==> src/rtl/master_tx.sv <==
// master_tx: transmit end of the master-to-slave byte link.
// Bytes from the local write port are buffered in a circular FIFO. The FSM requests the slave
// (REQ), then streams the FIFO head on data_out with valid until each ready completes a transfer.
// Optional feature: define MASTER_TX_TIMEOUT_EN to abort a stalled XFER after TIMEOUT cycles
// (timeout_err pulses, head byte kept, request restarts from IDLE).
module master_tx #(
  parameter int unsigned DEPTH   = 4,
  parameter int unsigned TIMEOUT = 16
) (
  input  logic        clk,
  input  logic        rst,
  input  logic        wr_en,
  input  logic [7:0]  wr_data,
  output logic        full,
  output logic        empty,
  input  logic        ready,
  output logic        data_en,
  output logic        valid,
  output logic [7:0]  data_out,
  output logic        busy,
  output logic [15:0] tx_count,
  output logic        timeout_err
);

  localparam int unsigned PtrW = $clog2(DEPTH);
  localparam int unsigned CntW = PtrW + 1;

  typedef enum logic [1:0] {StIdle, StReq, StXfer} state_e;

  state_e          state_q, state_d;
  logic [7:0]      mem_q [DEPTH];
  logic [PtrW-1:0] rd_ptr_q, rd_ptr_d;
  logic [PtrW-1:0] wr_ptr_q, wr_ptr_d;
  logic [CntW-1:0] count_q, count_d;
  logic [15:0]     tx_count_q, tx_count_d;
  logic            push, pop, abort;

  // Status and link outputs decode registered state only.
  always_comb begin
    full     = (count_q == CntW'(DEPTH));
    empty    = (count_q == '0);
    data_en  = (state_q == StReq) || (state_q == StXfer);
    valid    = (state_q == StXfer) && !empty;
    data_out = (state_q == StXfer) ? mem_q[rd_ptr_q] : 8'h00;
    busy     = (state_q != StIdle);
    tx_count = tx_count_q;
    push     = wr_en && !full;
    pop      = valid && ready;
  end

  // FIFO pointer, occupancy and transfer-count next state.
  always_comb begin
    rd_ptr_d   = rd_ptr_q;
    wr_ptr_d   = wr_ptr_q;
    count_d    = count_q;
    tx_count_d = tx_count_q;
    if (push) begin
      wr_ptr_d = wr_ptr_q + PtrW'(1);
    end
    if (pop) begin
      rd_ptr_d   = rd_ptr_q + PtrW'(1);
      tx_count_d = tx_count_q + 16'd1;
    end
    if (push && !pop) begin
      count_d = count_q + CntW'(1);
    end else if (pop && !push) begin
      count_d = count_q - CntW'(1);
    end
  end

  // Next-state logic: leave XFER when the FIFO runs dry or the stall limit aborts.
  always_comb begin
    state_d = state_q;
    unique case (state_q)
      StIdle: if (!empty) state_d = StReq;
      StReq:  state_d = StXfer;
      StXfer: begin
        if (abort || empty || (pop && !push && count_q == CntW'(1))) begin
          state_d = StIdle;
        end
      end
      default: state_d = StIdle;
    endcase
  end

  // State, pointers, occupancy and transfer counter.
  always_ff @(posedge clk) begin
    if (rst) begin
      state_q    <= StIdle;
      rd_ptr_q   <= '0;
      wr_ptr_q   <= '0;
      count_q    <= '0;
      tx_count_q <= '0;
    end else begin
      state_q    <= state_d;
      rd_ptr_q   <= rd_ptr_d;
      wr_ptr_q   <= wr_ptr_d;
      count_q    <= count_d;
      tx_count_q <= tx_count_d;
    end
  end

  // Storage needs no reset: occupancy alone decides which entries are live.
  always_ff @(posedge clk) begin
    if (push) begin
      mem_q[wr_ptr_q] <= wr_data;
    end
  end

`ifdef MASTER_TX_TIMEOUT_EN
  logic [7:0] stall_q, stall_d;
  logic       timeout_q;

  // Count stalled XFER cycles; any transfer or exit from XFER clears the count.
  always_comb begin
    stall_d = '0;
    abort   = 1'b0;
    if (state_q == StXfer && valid && !ready) begin
      if (stall_q == 8'(TIMEOUT - 1)) begin
        abort = 1'b1;
      end else begin
        stall_d = stall_q + 8'd1;
      end
    end
  end

  // Stall counter and the one-cycle abort pulse.
  always_ff @(posedge clk) begin
    if (rst) begin
      stall_q   <= '0;
      timeout_q <= 1'b0;
    end else begin
      stall_q   <= stall_d;
      timeout_q <= abort;
    end
  end

  assign timeout_err = timeout_q;
`else
  // Without the timeout logic the stall limit is inert.
  logic unused_timeout;
  assign unused_timeout = ^TIMEOUT;
  assign abort          = 1'b0;
  assign timeout_err    = 1'b0;
`endif

endmodule

==> config.mk <==
export PLATFORM = sky130hd
export DESIGN_NAME = master_tx
export DESIGN_NICKNAME = d
export VERILOG_FILES = /design/src/rtl/master_tx.sv
export SDC_FILE = /design/constraint.sdc
export NUM_CORES = 1
export LEC_CHECK = 0
export ABC_CLOCK_PERIOD_IN_PS = 2400
export CAP_MARGIN = 30
export CORE_ASPECT_RATIO = 2
export CORE_MARGIN = 2
export CORE_UTILIZATION = 50
export DETAILED_ROUTE_END_ITERATION = 8
export GPL_ROUTABILITY_DRIVEN = 0
export HOLD_SLACK_MARGIN = 0.15
export PLACE_DENSITY = 0.77
export SETUP_SLACK_MARGIN = 0.2
export SLEW_MARGIN = 15
export SYNTH_ARGS = -nofsm -noshare
export SYNTH_HDL_FRONTEND = slang
export SYNTH_SLANG_ARGS = --single-unit
==> constraint.sdc <==
create_clock -name clk -period 2.4 [get_ports clk]
set_input_delay 0.6 -clock clk [delete_from_list [all_inputs] [get_ports clk]]
set_output_delay 0.6 -clock clk [all_outputs]
set_load 0.005 [all_outputs]
==> impl_metrics.ini, run 1 <==
[status]
status = completed

[clocking]
cts_tree = done
postCtsHoldBufs = 0
clk_path_buf_depth = 2
path_clk_slew_ns = 0.07
cts-htree-levels = 3
cts_num_sinks = 59
worstSkewPairLatency_ns = 0.33
numCtsBuffers = 9
root_buffer = clkbuf_8

[sta]
min_period_over_period_pct = 93.1
totalNegativeSetupSlack_ns = 0
finClkSkew_ns = 0.00880
fin_ws_ns = 0.167
final_hold_viol_count = 0
whs_ns = 0.497
rsz0062_at_grt = true
final.min_clock_period_ns = 2.23
setup_violations = 0
maxSlewViolCount = 0
clock.fmax_mhz = 448

[placed_design]
place.port_buffers = 40
place_ws_ns = 0.0492
post_dp_cell_area_um2 = 3260
dpl.hpwl_mm = 3.51

[power]
switchingPower_mw = 0.722
p_leak_nw = 1.35
p_int_mw = 2.25
p_comb_share_pct = 22.8
max-vdd-ir-drop_v = 0.000604
power.density_nw_per_um2 = 834
sw_frac_of_total_pct = 24.3
pwr-share-clk_pct = 36.7
pwr-share-seq_pct = 40.4

[synth]
ys_seq_area_share_pct = 57.1
syn_area_per_cell_um2 = 12.4
synthAdderAreaFrac_pct = 7.14
synthMuxAreaShare_pct = 9.71
synth_xor_area_share_pct = 4.00
synth_area_leaders = edfxtp_1, dfxtp_1, ha_1
synth_top_area_share_pct = 36.5
syn_nets = 239
netlist_area_um2 = 2630
ys_types = 36
synthSimpleGateAreaFrac_pct = 15.6
yosysTopAreaCell = edfxtp_1
ys_seq_elements = 59
synth_compound_area_share_pct = 3.47
synth_warnings = 0
syn_inst = 212
synth_top_family_by_area = simple AND/OR/NAND/NOR gates

[final_layout]
final_core_utilization_pct = 69.9
antenna_cells = 0
layout-drive-gt1-share_pct = 26.6
design_area_um2 = 3560
fillers = 388
fin_nets = 304
syn_to_final_growth_pct = 35.4

[floorplan]
std_cell_rows = 37
die_area_um2 = 5890
fp.coreArea_um2 = 5090
die_x_um = 55.3
die_h_um = 107
ios = 42
start_util_pct = 51.6

[hold_path]
min_path_cells = 2
hp-class = reg2reg

[grt]
track_usage_pct = 17.5
grt-ovfl-total = 0
antenna_found_initial = 0
grt_pass1_wl_mm = 7.67
first_global_vias = 1728
grt_max_degree = 19

[drt]
dr.pass1.iters = 5
wl_mm = 4.71
drtIter0Drc = 32
ant_nets = 0
wl_per_cell_um = 13.9
viasPerCell = 5.19
vias = 1765
route.detailed.drc = 0

[worst_setup_path]
cp-end-kind = output pin
path_cells = buf_12 -> buf_8 -> mux4_2 -> and2_4 -> buf_6
cp-start-kind = flop
cp.required_ns = 1.80
reg2reg_depth = 11
cp_max_fo = 6
cp_slowest_stage_delay_ns = 0.49
worstPathArrival_ns = 1.63
slowest_stage = mux4_2
worstSetupPathType = reg2out

[flow_run]
maxCapViolCount = 0
[state kept, by name (all words and copies together), names as in the netlist, named ones only]
signal / count
rd_ptr_q: 2
state_q: 2
tx_count: 16
mem_q: 32
wr_ptr_q: 2
count_q: 3
[final cells by class]
| type | instances | area (um^2) | area share [%] |
|---|---|---|---|
| Clock buffer | 10 | 138 | 3.87 |
| Clock inverter | 6 | 113 | 3.16 |
| Inverter | 10 | 37.5 | 1.05 |
| Multi-Input combinational cell | 134 | 1080 | 30.4 |
| Sequential cell | 59 | 1510 | 42.3 |
| Tap cell | 58 | 72.6 | 2.04 |
| Timing Repair Buffer | 63 | 611 | 17.1 |
[per-layer routing]
layer | track usage (%) | share of wire [%]
met5 | 0 | 0
met2 | 32.8 | 57
met3 | 6.20 | 5.2
met1 | 15.2 | 34
met4 | 10.3 | 3.0
[cells in the mapped netlist]
| library cell | instances |
|---|---|
| edfxtp_1 | 32 |
| dfxtp_1 | 27 |
| nor2_1 | 25 |
| ha_1 | 15 |
| and2_1 | 13 |
| inv_1 | 10 |
| xnor2_1 | 10 |
| a21oi_1 | 8 |
| mux4_2 | 8 |
| nor2b_1 | 7 |
| clkbuf_1 | 6 |
| nand2_1 | 6 |
| o21ai_0 | 5 |
| mux2_2 | 4 |
| nand3_1 | 4 |
| or3_1 | 4 |
| mux2i_1 | 3 |
| nand4_1 | 3 |
| and4_1 | 2 |
| nor3b_1 | 2 |
| nor4_1 | 2 |
| xor2_1 | 2 |
| a21boi_1 | 1 |
| a221o_1 | 1 |
| a31o_2 | 1 |
| and3_1 | 1 |
| and3b_1 | 1 |
| buf_1 | 1 |
| buf_2 | 1 |
| buf_4 | 1 |
| conb_1 | 1 |
| nand2b_1 | 1 |
| nor3_1 | 1 |
| nor4_2 | 1 |
| nor4b_1 | 1 |
| or4_4 | 1 |
[power groups by stage]
stage / logic, mW / registers (mW) / clock network, mW
after floorplan: 0.346 / 1.20 / 0
after global placement: 0.659 / 1.21 / 0
after detailed placement: 0.670 / 1.21 / 0
after CTS: 0.678 / 1.20 / 1.12
after global routing: 0.745 / 1.21 / 1.17
final: 0.678 / 1.20 / 1.09
[worst max-delay path, delay by kind of cell, from the launching register on]
kind                   cells  cell delay [ns]
DFF                        1             0.34
and+or+nand+nor            1             0.15
muxes                      1             0.49
buffers and inverters      3             0.31
[cell usage in the layout, fill, tap and decap left out, types with 2 or more instances in the layout]
cell type / instances
nand3_1: 4
and4_1: 2
inv_1: 10
dfxtp_1: 22
bufinv_16: 3
ha_2: 2
clkdlybuf4s50_1: 28
or3_1: 4
buf_2: 3
nor2b_1: 6
xnor2_1: 10
nor2_1: 24
and2_4: 4
clkbuf_2: 3
a21oi_1: 8
nand4_1: 3
o21ai_0: 5
nor3b_1: 2
nor4_1: 2
dfxtp_2: 5
mux2_2: 4
mux2i_1: 3
buf_12: 5
ha_1: 13
clkbuf_8: 10
xor2_1: 2
edfxtp_1: 32
nand2_1: 6
clkinv_4: 2
buf_6: 2
and2_1: 9
dlygate4sd2_1: 4
mux4_2: 8
buf_4: 17
[kinds of logic (layout without fill, tap and decap cells)]
group | count (synthesis) | in the layout
AOI/OAI and AO/OA | 16 | 16
xor gates and xnor gates | 12 | 12
adders and majority gates | 15 | 15
buffers and inverters | 19 | 89
DFF | 59 | 59
muxes | 15 | 15
other | 1 | 1
and+or+nand+nor | 75 | 75
[path summary, 6_finish.rpt]
path / from / endpoint / slack (ns)
hold reg to reg: count_q[1] / count_q[1] / 0.50
setup reg to reg: count_q[1] / count_q[2] / 0.33
setup / recovery: flop / data_out[6] / 0.17
hold / removal: count_q[1] / count_q[1] / 0.50
[metrics by stage]
stage,instances,power [mW]
final,340,2.97
after global routing,340,3.12
after CTS,338,3.00
after detailed placement,318,1.88
after global placement,318,1.87
after floorplan,212,1.55
[what timing repair did]
action,CTS,global route
resized for setup,39,11
pin swaps,7,1
setup endpoints to repair,12,16
setup buffers,4,2
(Power assumes the default switching activity.)
==> run 2: changes to the inputs <==
- CAP_MARGIN: 30 -> 15
==> results of run 2 <==
No change in the layout: final DEF, timing and power equal those of run 1.
==> run 3: changes to the inputs <==
- ABC_CLOCK_PERIOD_IN_PS: 2400 -> 2630
- HOLD_SLACK_MARGIN: 0.15 -> 0.1
- clock period: 2.4 -> 2.63 ns (I/O delays scaled with it)
==> run 3 against run 2 <==
Against the previous run: clock power is 20% lower; power is 13% lower; core utilization is 2.3 points lower; count of clock-buffer cells in the layout is 1 higher; global-route usage is 1.2 points higher; critical path type unchanged.
==> impl_metrics.ini, run 3 (synthesis gave the netlist of run 1 again) <==
[status]
status = completed

[grt]
grt-ovfl-total = 0
antenna_found_initial = 0
grt_max_degree = 16
track_usage_pct = 18.7
grt_pass1_wl_mm = 8.26
first_global_vias = 1797

[drt]
top_layer = met4
dr_wl_met2_mm = 2.93
dr.pass1.iters = 4
wl_met1_mm = 1.64
route.met3.wl_um = 251
vias = 1772
wl_per_cell_um = 14.9
drtIter0Drc = 36
route.detailed.drc = 0
viasPerCell = 5.32
wl_mm = 4.97
ant_nets = 0

[worst_setup_path]
worstSetupPathType = reg2out
reg2reg_depth = 7
reg2reg_from = count_q[1]
cp-end-kind = output pin
r2r_slack_ns = 0.57
cp.required_ns = 1.97
cp_slowest_stage_delay_ns = 0.47
cp_max_fo = 6
r2r_end = tx_count[12]
path_cells = buf_8 -> buf_4 -> mux4_2 -> and2_1 -> dlygate4sd2_1
slowest_stage = mux4_2
worstPathArrival_ns = 1.77
cp-start-kind = flop

[power]
power.density_nw_per_um2 = 746
power_mw = 2.57
max-vdd-ir-drop_v = 0.000638
p_leak_nw = 1.29

[sta]
min_period_over_period_pct = 92.1
final_hold_viol_count = 0
maxSlewViolCount = 0
fin_ws_ns = 0.207
finClkSkew_ns = 0.00920
setup_violations = 0
clock.fmax_mhz = 413
final.min_clock_period_ns = 2.42
totalNegativeSetupSlack_ns = 0
rsz0062_at_grt = true

[hold_path]
hp-class = reg2reg
hp-start = tx_count[14]
whs_endpoint = tx_count[14]
min_path_cells = 2

[clocking]
clk_path_buf_depth = 2
numCtsBuffers = 9
worstSkewPairLatency_ns = 0.33
postCtsHoldBufs = 0
cts-htree-levels = 3
cts_num_sinks = 59
root_buffer = clkbuf_8
path_clk_slew_ns = 0.06
cts_tree = done

[placed_design]
place.port_buffers = 40
dpl.hpwl_mm = 3.54
place_ws_ns = 0.201

[final_layout]
final_core_utilization_pct = 67.6
fin_nets = 297
final_common_cell = edfxtp_1
multiInputGateArea_um2 = 1090
largest-register = mem_q
fillers = 396
layout-drive-gt1-share_pct = 20.0
syn_to_final_growth_pct = 31.0
largest_register_ffs = 32
mostFrequentLayoutCells = edfxtp_1, clkdlybuf4s50_1, nor2_1
regArea_um2 = 1510
antenna_cells = 0

[floorplan]
die_area_um2 = 5890
ios = 42
start_util_pct = 51.6
fp.coreArea_um2 = 5090
std_cell_rows = 37
die_x_um = 55.3
die_h_um = 107

[flow_run]
maxCapViolCount = 0
run 3: changes by cell type in the layout (fill, tap and decap cells not counted), sizes merged:
cell	previous run	this run
bufinv	3	2
clkdlybuf4s50	28	31
clkbuf	13	12
clkinvlp	0	2
clkinv	3	1
dlymetal6s2s	0	1
buf	28	16
clkdlybuf4s15	0	3
run 3: worst max-delay path: cells and delay by family, from the launching register on:
kind,cells,cell delay (ns)
mux,1,0.47
buf+inv,3,0.46
flops,1,0.33
simple gates,1,0.17
run 3: what timing repair did:
action / in CTS / in global routing
gates cloned: 0 / 0
pin swaps: 0 / 3
setup buffers: 5 / 2
resized for setup: 18 / 12
setup endpoints to repair: 10 / 8
run 3: cell type report:
type	count	area share (%)
Sequential cell	59	43.7
Multi-Input combinational cell	134	31.8
Timing Repair Buffer	56	15.2
Clock buffer	11	3.81
Clock inverter	5	2.29
Tap cell	58	2.11
Inverter	10	1.09
run 3: stage by stage:
stage                     hold slack [ns]  cell area, um^2  std cells
final                               0.501             3440        333
after detailed placement            0.495             3130        310
after CTS                           0.506             3400        331
after global routing                0.537             3440        333
after global placement              0.493             3130        310
after floorplan                     0.483             2630        212
run 3: per-layer routing:
layer / GRT usage (%) / vias up
li1: - / 860
met1: 16.4 / 858
met2: 36.1 / 44
met3: 5.23 / 10
met4: 10.6 / 0
met5: 0 / -
run 3: how the worst max path moves through the flow:
stage                     cells past startpoint  slack (ns)      endpoint        from
after floorplan                              10        0.42    count_q[2]  count_q[0]
after global placement                        5        0.24  tx_count[12]       ready
after detailed placement                      8        0.20    count_q[2]       ready
after CTS                                     5        0.13   data_out[0]        flop
after global routing                          5        0.14   data_out[1]        flop
final                                         5        0.21   data_out[2]        flop
run 3: where the power goes:
group	switching (mW)	leakage, nW	internal [mW]	total [mW]
Clock	0.341	0.0972	0.531	0.872
Combinational	0.280	0.678	0.323	0.603
Sequential	0.0418	0.513	1.05	1.09
